--- src/rtl/sdp_sram_pipelined.sv ---
// sdp_sram_pipelined
// Simple dual-port, single-clock SRAM with byte-lane write enables, a
// registered read path of 1 or 2 cycles, a selectable read-during-write
// policy and a clear sequencer that zeroes the array after reset or on a
// clear pulse. The array itself is never touched by rst_n; only the control
// state and the read pipeline are reset.
module sdp_sram_pipelined #(
    parameter int DATA_WIDTH     = 32,
    parameter int ADDR_WIDTH     = 4,
    parameter int BYTE_WIDTH     = 8,
    parameter int READ_LATENCY   = 1,
    parameter int RDW_MODE       = 0,
    parameter int CLEAR_ON_RESET = 1
) (
    input  logic                                clk,
    input  logic                                rst_n,
    input  logic                                clear,
    output logic                                busy,
    input  logic                                write_enable,
    input  logic [DATA_WIDTH/BYTE_WIDTH-1:0]    write_byte_enable,
    input  logic [ADDR_WIDTH-1:0]               write_address,
    input  logic [DATA_WIDTH-1:0]               write_data,
    input  logic                                read_enable,
    input  logic [ADDR_WIDTH-1:0]               read_address,
    output logic [DATA_WIDTH-1:0]               read_data,
    output logic                                read_valid
);

    localparam int NB    = DATA_WIDTH / BYTE_WIDTH;
    localparam int DEPTH = 1 << ADDR_WIDTH;
    localparam logic [ADDR_WIDTH-1:0] LAST_ADDR = ADDR_WIDTH'(DEPTH - 1);

    typedef enum logic {
        ST_CLEAR = 1'b0,
        ST_READY = 1'b1
    } state_t;

    // ------------------------------------------------------------------
    // Clear sequencer state
    // ------------------------------------------------------------------
    state_t                  r_state;
    logic [ADDR_WIDTH-1:0]   r_ptr;
    logic                    r_busy;

    // Storage; no reset so it maps onto block RAM.
    logic [DATA_WIDTH-1:0]   r_mem [DEPTH];

    // Read pipeline stage 1
    logic                    r_s1_valid;
    logic [DATA_WIDTH-1:0]   r_s1_data;

    // Control decode
    logic                    w_clearing;
    logic                    w_blocked;
    logic                    w_user_wr;
    logic                    w_user_rd;

    // Muxed memory write port (clear sequencer has priority)
    logic                    w_mem_we;
    logic [ADDR_WIDTH-1:0]   w_mem_addr;
    logic [NB-1:0]           w_mem_mask;
    logic [DATA_WIDTH-1:0]   w_mem_wdata;

    // Read word as seen by stage 1 after the read-during-write merge
    logic [DATA_WIDTH-1:0]   w_rd_word;
    logic                    w_same_addr;
    logic [DATA_WIDTH-1:0]   w_rd_merged;

    // User traffic is dropped while the sequencer runs and in the cycle a
    // clear request arrives, so the clear never races a user write.
    assign w_clearing = (r_state == ST_CLEAR);
    assign w_blocked  = w_clearing | clear;
    assign w_user_wr  = write_enable & ~w_blocked;
    assign w_user_rd  = read_enable & ~w_blocked;

    assign w_mem_we    = w_clearing | w_user_wr;
    assign w_mem_addr  = w_clearing ? r_ptr : write_address;
    assign w_mem_mask  = w_clearing ? {NB{1'b1}} : write_byte_enable;
    assign w_mem_wdata = w_clearing ? '0 : write_data;

    assign busy = r_busy;

    // Clear FSM: walks r_ptr over every word, then hands over to normal use.
    // A clear pulse seen while already clearing is ignored.
    always_ff @(posedge clk or negedge rst_n) begin
        if (!rst_n) begin
            r_state <= (CLEAR_ON_RESET != 0) ? ST_CLEAR : ST_READY;
            r_busy  <= (CLEAR_ON_RESET != 0);
            r_ptr   <= '0;
        end else begin
            case (r_state)
                ST_CLEAR: begin
                    r_ptr <= r_ptr + ADDR_WIDTH'(1);
                    if (r_ptr == LAST_ADDR) begin
                        r_state <= ST_READY;
                        r_busy  <= 1'b0;
                    end
                end
                ST_READY: begin
                    if (clear) begin
                        r_state <= ST_CLEAR;
                        r_busy  <= 1'b1;
                        r_ptr   <= '0;
                    end
                end
                default: begin
                    r_state <= ST_READY;
                    r_busy  <= 1'b0;
                end
            endcase
        end
    end

    // Memory write port with per-lane enables; an all-zero mask writes nothing.
    always_ff @(posedge clk) begin
        if (w_mem_we) begin
            for (int i = 0; i < NB; i++) begin
                if (w_mem_mask[i]) begin
                    r_mem[w_mem_addr][i*BYTE_WIDTH +: BYTE_WIDTH] <=
                        w_mem_wdata[i*BYTE_WIDTH +: BYTE_WIDTH];
                end
            end
        end
    end

    // Read-during-write: in new-data mode, lanes being written to the same
    // address this cycle are forwarded from the write bus; old-data mode
    // just returns the stored word, which the non-blocking write has not
    // yet updated.
    assign w_rd_word   = r_mem[read_address];
    assign w_same_addr = w_user_wr & (write_address == read_address);

    generate
        for (genvar gi = 0; gi < NB; gi++) begin : g_rdw_lane
            if (RDW_MODE == 1) begin : g_new
                assign w_rd_merged[gi*BYTE_WIDTH +: BYTE_WIDTH] =
                    (w_same_addr && write_byte_enable[gi])
                        ? write_data[gi*BYTE_WIDTH +: BYTE_WIDTH]
                        : w_rd_word[gi*BYTE_WIDTH +: BYTE_WIDTH];
            end else begin : g_old
                assign w_rd_merged[gi*BYTE_WIDTH +: BYTE_WIDTH] =
                    w_rd_word[gi*BYTE_WIDTH +: BYTE_WIDTH];
            end
        end
    endgenerate

    // Stage 1 captures the addressed word; it holds when no read is accepted.
    always_ff @(posedge clk or negedge rst_n) begin
        if (!rst_n) begin
            r_s1_valid <= 1'b0;
            r_s1_data  <= '0;
        end else begin
            r_s1_valid <= w_user_rd;
            if (w_user_rd) begin
                r_s1_data <= w_rd_merged;
            end
        end
    end

    generate
        if (READ_LATENCY == 2) begin : g_lat2
            logic                  r_s2_valid;
            logic [DATA_WIDTH-1:0] r_s2_data;

            // Output register: moves a completed stage-1 read out one cycle
            // later; the value is frozen at stage 1 so later writes cannot
            // alter it.
            always_ff @(posedge clk or negedge rst_n) begin
                if (!rst_n) begin
                    r_s2_valid <= 1'b0;
                    r_s2_data  <= '0;
                end else begin
                    r_s2_valid <= r_s1_valid;
                    if (r_s1_valid) begin
                        r_s2_data <= r_s1_data;
                    end
                end
            end

            assign read_data  = r_s2_data;
            assign read_valid = r_s2_valid;
        end else begin : g_lat1
            assign read_data  = r_s1_data;
            assign read_valid = r_s1_valid;
        end
    endgenerate

endmodule

--- config.mk ---
export PLATFORM = sky130hd
export DESIGN_NAME = sdp_sram_pipelined
export DESIGN_NICKNAME = d
export VERILOG_FILES = /design/src/rtl/sdp_sram_pipelined.sv
export SDC_FILE = /design/constraint.sdc
export NUM_CORES = 1
export LEC_CHECK = 0
export CAP_MARGIN = 20
export CORE_MARGIN = 8
export CORE_UTILIZATION = 50
export CTS_BUF_LIST = sky130_fd_sc_hd__clkbuf_8 sky130_fd_sc_hd__clkbuf_16
export CTS_CLUSTER_DIAMETER = 80
export DETAILED_ROUTE_END_ITERATION = 10
export GPL_TIMING_DRIVEN = 0
export PLACE_DENSITY = 0.7
export SYNTH_ARGS = -nofsm -noshare
export SYNTH_HDL_FRONTEND = slang
export SYNTH_SLANG_ARGS = --single-unit
--- constraint.sdc ---
create_clock -name clk -period 3.2 [get_ports clk]
set_input_delay 0.32 -clock clk [delete_from_list [all_inputs] [get_ports clk]]
set_output_delay 0.32 -clock clk [all_outputs]
set_load 0.005 [all_outputs]
=== After elaboration in Yosys (flattened, before gate mapping) ===
Memories as Yosys holds them, arrays and structs flattened. A register that Yosys moved wholly into a read port is not among the register bits.
Cells that the tools add are included.

* Multipliers: 0
* Bitwise operators: 6
* Divide/modulo/power cells: 0
* Reductions and logical operators: 2
* $lt $le $gt $ge: 0
* Add/sub/neg operators: 1
* Mux-type cells: 23
* Equal/unequal tests: 3
* Shift-type cells: 0

{| class="wikitable"
|+ Operator list
! cell !! number
|-
| 2-to-1 mux 32 bit || 1
|-
| 2-to-1 mux 1 bit || 16
|-
| 2-to-1 mux 4 bit || 3
|-
| one-hot mux 4 bit (2 select lines) || 1
|-
| adder 4 x 1 -> 4 bit, second input constant || 1
|-
| == test 4 bit, second input constant || 1
|-
| one-hot mux 1 bit (2 select lines) || 2
|-
| AND 1 bit || 2
|-
| != test 2 x 1 -> 1 bit, second input constant || 1
|-
| != test 2 bit, second input constant || 1
|-
| NOT 1 bit || 2
|-
| OR 1 bit || 2
|-
| AND reduction 2 bit || 1
|-
| logical NOT 1 bit || 1
|}

* Word-level logic and storage cells: 40
* Flip-flop bits (word level): 7
* Output and inout port bits: 34
* ROM bits: 0
* Bits in writable memories: 512
* Input port bits: 49
* Memories kept: 1
* Bits in latches: 0

{| class="wikitable"
|+ Memories
! name !! depth !! width !! rd ports !! clocked after memory_dff !! wr ports !! RTL line !! RTL
|-
| r_mem || 16 || 32 || 1 || 1 || 1 || 46 || <nowiki>logic [DATA_WIDTH-1:0] r_mem [DEPTH];</nowiki>
|}

=== Depth between registers and ports, before layout ===
Gate-level depths: netlist of run 1.

* Depth in word-level cells: 7
* Mapped depth: 8

=== Least setup slack after synthesis of run 1 ===
OpenSTA, ideal clock, no wires.

* Kind: register to register
* From: register r_ptr[2]
* To: memory r_mem[13][0] (enable)
* Data arrival time: 1.581 ns
* Data required time: 2.830 ns
* Slack: 1.249 ns
* Clock period less this slack: 1.951 ns
* Library setup time: 0.370 ns
* Stages on the path, launching flop included: 6
* Cell sequence: dfrtp_1 > clkbuf_1 > inv_1 > o32ai_1 > nand2_1 > nor2_1

* Word-level cells in the longest chain between the ends: 1

{| class="wikitable"
|+ Ends and longest elaborated chain
! what !! RTL line !! RTL
|-
| start: declaration || 42 || <nowiki>logic [ADDR_WIDTH-1:0] r_ptr;</nowiki>
|-
| start signal: assignment || 93 || <nowiki>r_ptr <= r_ptr + ADDR_WIDTH'(1);</nowiki>
|-
| 2-to-1 mux 4 bit || 77 || <nowiki>assign w_mem_addr = w_clearing ? r_ptr : write_address;</nowiki>
|-
| end: declaration || 46 ||
|}

Every way passes these cells.

=== Worst setup path in the final report of run 1 ===
* From: register r_state
* To: memory r_mem[11][17] (enable)

* Word-level cells in the longest chain between the ends: 7
* Elaborated cells between the ends (all ways): 10
* Those cells by class: 5 x mux; 5 x bitwise

{| class="wikitable"
|+ Ends and longest elaborated chain
! what !! RTL line !! RTL
|-
| start: declaration || 41 || <nowiki>state_t r_state;</nowiki>
|-
| start signal: assignment || 87 || <nowiki>r_state <= (CLEAR_ON_RESET != 0) ? ST_CLEAR : ST_READY;</nowiki>
|-
| NOT 1 bit || -- ||
|-
| OR 1 bit || 72 || <nowiki>assign w_blocked = w_clearing | clear;</nowiki>
|-
| NOT 1 bit || 73 || <nowiki>assign w_user_wr = write_enable & ~w_blocked;</nowiki>
|-
| AND 1 bit || 73 ||
|-
| OR 1 bit || 76 || <nowiki>assign w_mem_we = w_clearing | w_user_wr;</nowiki>
|-
| 2-to-1 mux 1 bit || 116 || <nowiki>if (w_mem_we) begin</nowiki>
|-
| 2-to-1 mux 1 bit (not written as such) || 119 || <nowiki>r_mem[w_mem_addr][i*BYTE_WIDTH +: BYTE_WIDTH] <=</nowiki>
|}

Several ways; a longest one is shown, not always the timed one.

==> flow_summary.json, run 1 <==
{
  "arrival_ns": 3.20,
  "start_util": 0.502,
  "seq_area_um2": 16400,
  "setup_viol": 0,
  "routed_wl_mm": 50.8,
  "run_status": "complete, no violations",
  "synth_top_area_frac": 0.716,
  "cts_setup_buffers": 0,
  "route.detailed.drc": 0,
  "relSlewSlack": 0.210,
  "tightest_slew_ns": 1.18,
  "row_count": 76,
  "hold_class": "in -> async",
  "power_density_nw_per_um2": 814,
  "drive_above_1_share": 0.185,
  "wl_met1_mm": 20.6,
  "multi_input_area_um2": 4790,
  "ys_seq_area_frac": 0.761,
  "highest-signal-layer": "met4",
  "grt_pass1_vias": 11300,
  "synth.area.top_cells": "edfxtp_1 (72%), mux4_2 (9.9%), dfrtp_1 (4.4%)",
  "gp_congestion": 0.844,
  "hold_buffers": 1,
  "report.power.total_uw": 20200,
  "path_clk_slew_ns": 0.06,
  "ys.flop_type": "edfxtp_1",
  "synth_seq_cells": 551,
  "route.met2.wl_mm": 23.9,
  "nFillCells": 3140,
  "die_w_um": 223,
  "antenna_found_initial": 0,
  "max_freq_mhz": 332,
  "cts_tree": "yes",
  "synthesis.instances": 1103,
  "io_pins": 83,
  "wl_met3_mm": 4.78,
  "async_reset_ff_frac": 0.0708,
  "grt_pass1_wl_mm": 75.0,
  "mappedNetlistNets": 1153,
  "clock-sinks": 551,
  "syn_avg_cell_area_um2": 19.5,
  "portBuffers": 80,
  "cts_made_buffers": 52,
  "synth-edff-count": 512,
  "first_iter_violations": 1301,
  "final_hold_viol_count": 0,
  "cp-start-kind": "flip-flop",
  "crit_type": "reg -> reg",
  "ys_types": 31,
  "clock_skew_ns": 0.0159,
  "period_share": 0.942,
  "synth_area_um2": 21500,
  "core_um2": 42800,
  "grt_start_max_net_pins": 22,
  "end_kind": "flip-flop",
  "synth_common_cells": "edfxtp_1 (512), mux4_2 (94), mux2i_1 (69)",
  "worstPathMaxFanout": 10,
  "p_leak_uw": 0.00855,
  "dp_hpwl_mm": 33.3,
  "die_area_um2": 49900,
  "cts_root_buf": "clkbuf_16",
  "vdd_drop_max_mv": 0.537,
  "track_usage": 0.204,
  "drv_slew": 0,
  "htree_num_levels": 2,
  "numPlacedInstances": 1736,
  "vias": 11200,
  "required_ns": 3.39,
  "nets": 1303,
  "grt_setup_unrepaired": "false",
  "maxCapViolCount": 0,
  "yosysWarnings": 0,
  "drt_first_pass_iters": 6,
  "yosysMostFrequentCell": "edfxtp_1",
  "wl_per_cell_um": 27.6,
  "ant_nets": 0,
  "die_h_um": 223,
  "gr-total-overflow": 0,
  "post_drt_via_cell_ratio": 6.08,
  "clkLatencyLatePin_ns": 0.57,
  "antenna_cells": 0,
  "period_minus_slack_ns": 3.02,
  "ctsResizeCount": 0,
  "area_growth_pct": 15.5,
  "synth_top_area_cell": "edfxtp_1",
  "cts_buffer_depth": 3,
  "fin_cells": 1840
}
-- final timing paths --
check,from,endpoint,slack [ns],depth (start not counted)
hold / removal,rst_n,r_state$_DFF_PN0_,0.33,2
setup / recovery,r_state$_DFF_PN0_,r_mem[11][17]$_DFFE_PP_,0.18,5
hold reg to reg,busy$_DFFE_PN1P_,busy$_DFFE_PN1P_,0.52,2
max in group asynchronous,rst_n,read_data[22]$_DFFE_PN0P_,2.29,3
min in group clk,busy$_DFFE_PN1P_,busy$_DFFE_PN1P_,0.52,2
setup reg to reg,r_state$_DFF_PN0_,r_mem[11][17]$_DFFE_PP_,0.18,5
-- registers in the layout, indices dropped and copies added, names as in the netlist --
register	cells
r_state	1
read_valid	1
r_ptr	4
r_mem	512
busy	1
read_data	32
-- logic make-up after synthesis --
group | synth area share
AO/OA/AOI/OAI | 0.0446
XOR/XNOR | 0.000816
adder cells (fa/ha/maj) | 0.000582
buffers and inverters | 0.0159
flip-flops | 0.761
multiplexers | 0.147
AND/OR/NAND/NOR | 0.0300
-- worst max-delay path: stages, from the launching register on --
cell and delay [ns]:
dfrtp_1 0.42, clkbuf_1 0.45, nand2_1 0.16, o32ai_1 0.33, nand2_1 0.30, nor2_1 0.96
-- layout make-up --
class / count / share of cell area
sequential: 551 / 0.659
tap: 546 / 0.0275
clock buffer: 61 / 0.0579
multi-input combinational: 480 / 0.193
inverter: 8 / 0.00121
buffer: 64 / 0.0126
clock inverter: 34 / 0.00913
timing repair buffer: 96 / 0.0394
-- power breakdown --
| group | switching, µW | total (µW) | internal [µW] |
|---|---|---|---|
| registers | 446 | 10400 | 9950 |
| logic | 2470 | 3840 | 1370 |
| clock network | 2530 | 5950 | 3420 |
-- cell usage in the layout (no fill, tap or decap), types with 33 or more instances in the layout --
cell,n
clkdlybuf4s50_1,79
clkbuf_16,53
dfrtp_1,38
nor2_1,68
mux2i_1,69
and2_1,33
clkbuf_1,36
edfxtp_1,512
mux4_2,94
a22oi_1,33
-- per-layer routing --
metal,vias up,global-route usage
li1,4747,-
met1,5760,0.281
met4,0,0.0680
met5,-,0
met2,557,0.317
met3,126,0.0508
-- metrics by stage --
| step | instance area, µm² | utilization | hold slack (ns) | worst slack [ns] | TNS (ns) |
|---|---|---|---|---|---|
| 2_1_floorplan | 21500 | - | 0.0244 | 1.25 | 0 |
| 3_3_place_gp | 23000 | 0.537 | 0.514 | 0.0439 | 0 |
| 3_5_place_dp | 23000 | 0.538 | 0.367 | -0.0312 | -0.235 |
| 4_1_cts | 24700 | 0.578 | 0.313 | 0.275 | 0 |
| 5_1_grt | 24800 | 0.580 | 0.344 | 0.185 | 0 |
| 6_report | 24800 | 0.580 | 0.330 | 0.185 | 0 |
No activity file was read; power rests on OpenSTA's default activity.
==> inputs of run 2 (changes only) <==
--- a/config.mk
+++ b/config.mk
@@ -5,6 +5,7 @@
 export SDC_FILE = /design/constraint.sdc
 export NUM_CORES = 1
 export LEC_CHECK = 0
+export ABC_AREA = 1
 export CAP_MARGIN = 20
 export CORE_MARGIN = 8
 export CORE_UTILIZATION = 50
==> constraint.sdc (replaced) <==
create_clock -name clk -period 3.2 [get_ports clk]
set_input_delay 0.64 -clock clk [delete_from_list [all_inputs] [get_ports clk]]
set_output_delay 0.64 -clock clk [all_outputs]
set_load 0.005 [all_outputs]
==> run 2 against run 1 <==
Compared with the run above: synthesized cell count grew 84%; sequential power is essentially flat; non-clock buffer count grew 51; critical endpoint is now r_mem[10][12]$_DFFE_PP_; largest cell class unchanged.
==> flow_summary.json, run 2 <==
{
  "tightest_slew_ns": 1.18,
  "crit_path_cell_trace": "buf_4 -> inv_2 -> nand2_1 -> o21ai_1 -> inv_1 -> nor2_2 -> nand2_1 -> nor2_1",
  "drive_above_1_share": 0.0781,
  "period_minus_slack_ns": 2.83,
  "synthesis.instances": 2025,
  "die_area_um2": 52300,
  "final_hold_viol_count": 0,
  "gr-total-overflow": 0,
  "maxCapViolCount": 0,
  "end_kind": "flip-flop",
  "pre_cts_ws_ns": -0.171,
  "gp_congestion": 0.890,
  "track_usage": 0.246,
  "synth.area.top_cells": "edfxtp_1 (68%), nand2_1 (14%), nand3_1 (8.6%)",
  "ys_seq_area_frac": 0.722,
  "period_share": 0.885,
  "grt_start_max_net_pins": 22,
  "row_count": 78,
  "max_freq_mhz": 353,
  "crit_slowest_cell": "nor2_1",
  "run_status": "complete, no violations",
  "ys_types": 25,
  "power_density_nw_per_um2": 799,
  "grt_busiest_layer": "met2",
  "ant_nets": 0,
  "ctsResizeCount": 0,
  "async_reset_ff_frac": 0.0708,
  "grt_setup_unrepaired": "false",
  "relSlewSlack": 0.212,
  "cp-start-kind": "flip-flop",
  "clkLatencyLatePin_ns": 0.61,
  "syn_avg_cell_area_um2": 11.2,
  "final_cell_mix": "nand2_1 (827), edfxtp_1 (512), nand3_1 (390)",
  "vias": 16000,
  "worstPathMaxFanout": 8,
  "yosysWarnings": 0,
  "vdd_drop_max_mv": 0.480,
  "dp_hpwl_mm": 43.6,
  "cts_made_buffers": 53,
  "synth_area_um2": 22600,
  "hold_class": "in -> async",
  "drt_first_pass_iters": 6,
  "setup_viol": 0,
  "route.detailed.drc": 0,
  "cts_root_buf": "clkbuf_16",
  "required_ns": 3.41,
  "cts_buffer_depth": 3,
  "drv_slew": 0,
  "grt_pass1_vias": 15800,
  "grt_pass1_wl_mm": 96.7,
  "largest_register_ffs": 512,
  "mappedNetlistNets": 2075,
  "grtUsageMet3": 0.0544,
  "wl_per_cell_um": 23.4,
  "synth_seq_cells": 551,
  "worst-path-buf-inv": 3,
  "synth-edff-count": 512,
  "crit_type": "reg -> reg",
  "die_w_um": 229,
  "clock_skew_ns": 0.0258,
  "area_growth_pct": 14.8,
  "portBuffers": 80,
  "ys.flop_type": "edfxtp_1",
  "post_drt_via_cell_ratio": 5.68,
  "nets": 2221,
  "fin_ws_ns": 0.368,
  "nFillCells": 3664,
  "cts_tree": "yes",
  "routed_wl_mm": 65.8,
  "start_util": 0.503,
  "crit_top_cell": "nand2_1",
  "hold_buffers": 0,
  "clock-sinks": 551,
  "grtUsageMet2": 0.391,
  "first_iter_violations": 1988,
  "cts_setup_buffers": 0,
  "slowest_delay_ns": 0.88,
  "report.power.total_uw": 20800,
  "arrival_ns": 3.04,
  "synth_top_area_cell": "edfxtp_1",
  "cp_top_family": "simple AND/OR/NAND/NOR gates",
  "core_um2": 45000,
  "final_common_cell": "nand2_1",
  "io_pins": 83,
  "yosysMostFrequentCell": "nand2_1",
  "p_leak_uw": 0.0105,
  "htree_num_levels": 2,
  "path_clk_slew_ns": 0.06,
  "antenna_found_initial": 1,
  "r2r_setup_slack_ns": 0.37,
  "regMostFlops": "r_mem",
  "use_met1": 0.319,
  "synth_top_area_frac": 0.679,
  "synth_common_cells": "nand2_1 (827), edfxtp_1 (512), nand3_1 (390)",
  "die_h_um": 229
}
-- run 2: logic make-up (layout without fill, tap and decap cells) --
group | after synthesis | after routing | synth area share
adders and majority gates | 1 | 1 | 0.000553
xor gates and xnor gates | 1 | 1 | 0.000387
AOI/OAI and AO/OA | 8 | 8 | 0.00227
buffers and inverters | 171 | 360 | 0.0380
and+or+nand+nor | 1293 | 1293 | 0.237
DFF | 551 | 551 | 0.722
other | 0 | 1 | 0
-- run 2: per-layer routing --
metal | part of all wire | routed length, µm
met1 | 0.39 | 25800
met2 | 0.46 | 30300
met3 | 0.11 | 6930
met4 | 0.043 | 2830
met5 | 0.00041 | 27
-- run 2: path summary, 6_finish.rpt --
check	end	cells past startpoint	start
worst max-delay path	r_mem[10][12]$_DFFE_PP_	8	r_state$_DFF_PN0_
worst min-delay path	read_data[18]$_DFFE_PN0P_	1	rst_n
worst max register to register	r_mem[10][12]$_DFFE_PP_	8	r_state$_DFF_PN0_
worst min register to register	busy$_DFFE_PN1P_	2	busy$_DFFE_PN1P_
max in group asynchronous	busy$_DFFE_PN1P_	2	rst_n
min in group clk	busy$_DFFE_PN1P_	2	busy$_DFFE_PN1P_
-- run 2: layout make-up --
| type | instances | area (µm²) | share of cell area |
|---|---|---|---|
| Inverter | 51 | 191 | 0.00736 |
| Multi-Input combinational cell | 1303 | 5430 | 0.209 |
| Clock inverter | 37 | 246 | 0.00948 |
| Buffer | 120 | 668 | 0.0257 |
| Clock buffer | 61 | 1440 | 0.0553 |
| Tap cell | 600 | 751 | 0.0289 |
| Timing Repair Buffer | 91 | 921 | 0.0354 |
| Antenna cell | 1 | 2.50 | 0.0000963 |
| Sequential cell | 551 | 16400 | 0.629 |
-- run 2: worst register-to-register path, cell delays in order (launching register included) --
cell and delay [ns]:
dfrtp_1 0.36, buf_4 0.16, inv_2 0.11, nand2_1 0.08, o21ai_1 0.29, inv_1 0.16, nor2_2 0.20, nand2_1 0.20
nor2_1 0.88
-- run 2: metrics by stage --
step                      std cells  utilization  hold slack [ns]  TNS [ns]  cell area [µm²]
after floorplan                2025            -            0.344         0            22600
after global placement         2705        0.538            0.459     -7.55            24200
after detailed placement       2707        0.538            0.464     -9.14            24200
after CTS                      2805        0.576           0.0326         0            25900
after global routing           2814        0.578           0.0608         0            26000
final                          2815        0.578           0.0179         0            26000
-- run 2: power breakdown --
| group | internal, µW | leakage, µW | switching, µW | total, µW |
|---|---|---|---|---|
| combinational | 1100 | 0.00426 | 3090 | 4190 |
| sequential | 10100 | 0.00529 | 437 | 10500 |
| clock | 3430 | 0.000904 | 2640 | 6070 |
| total | 14600 | 0.0105 | 6160 | 20800 |
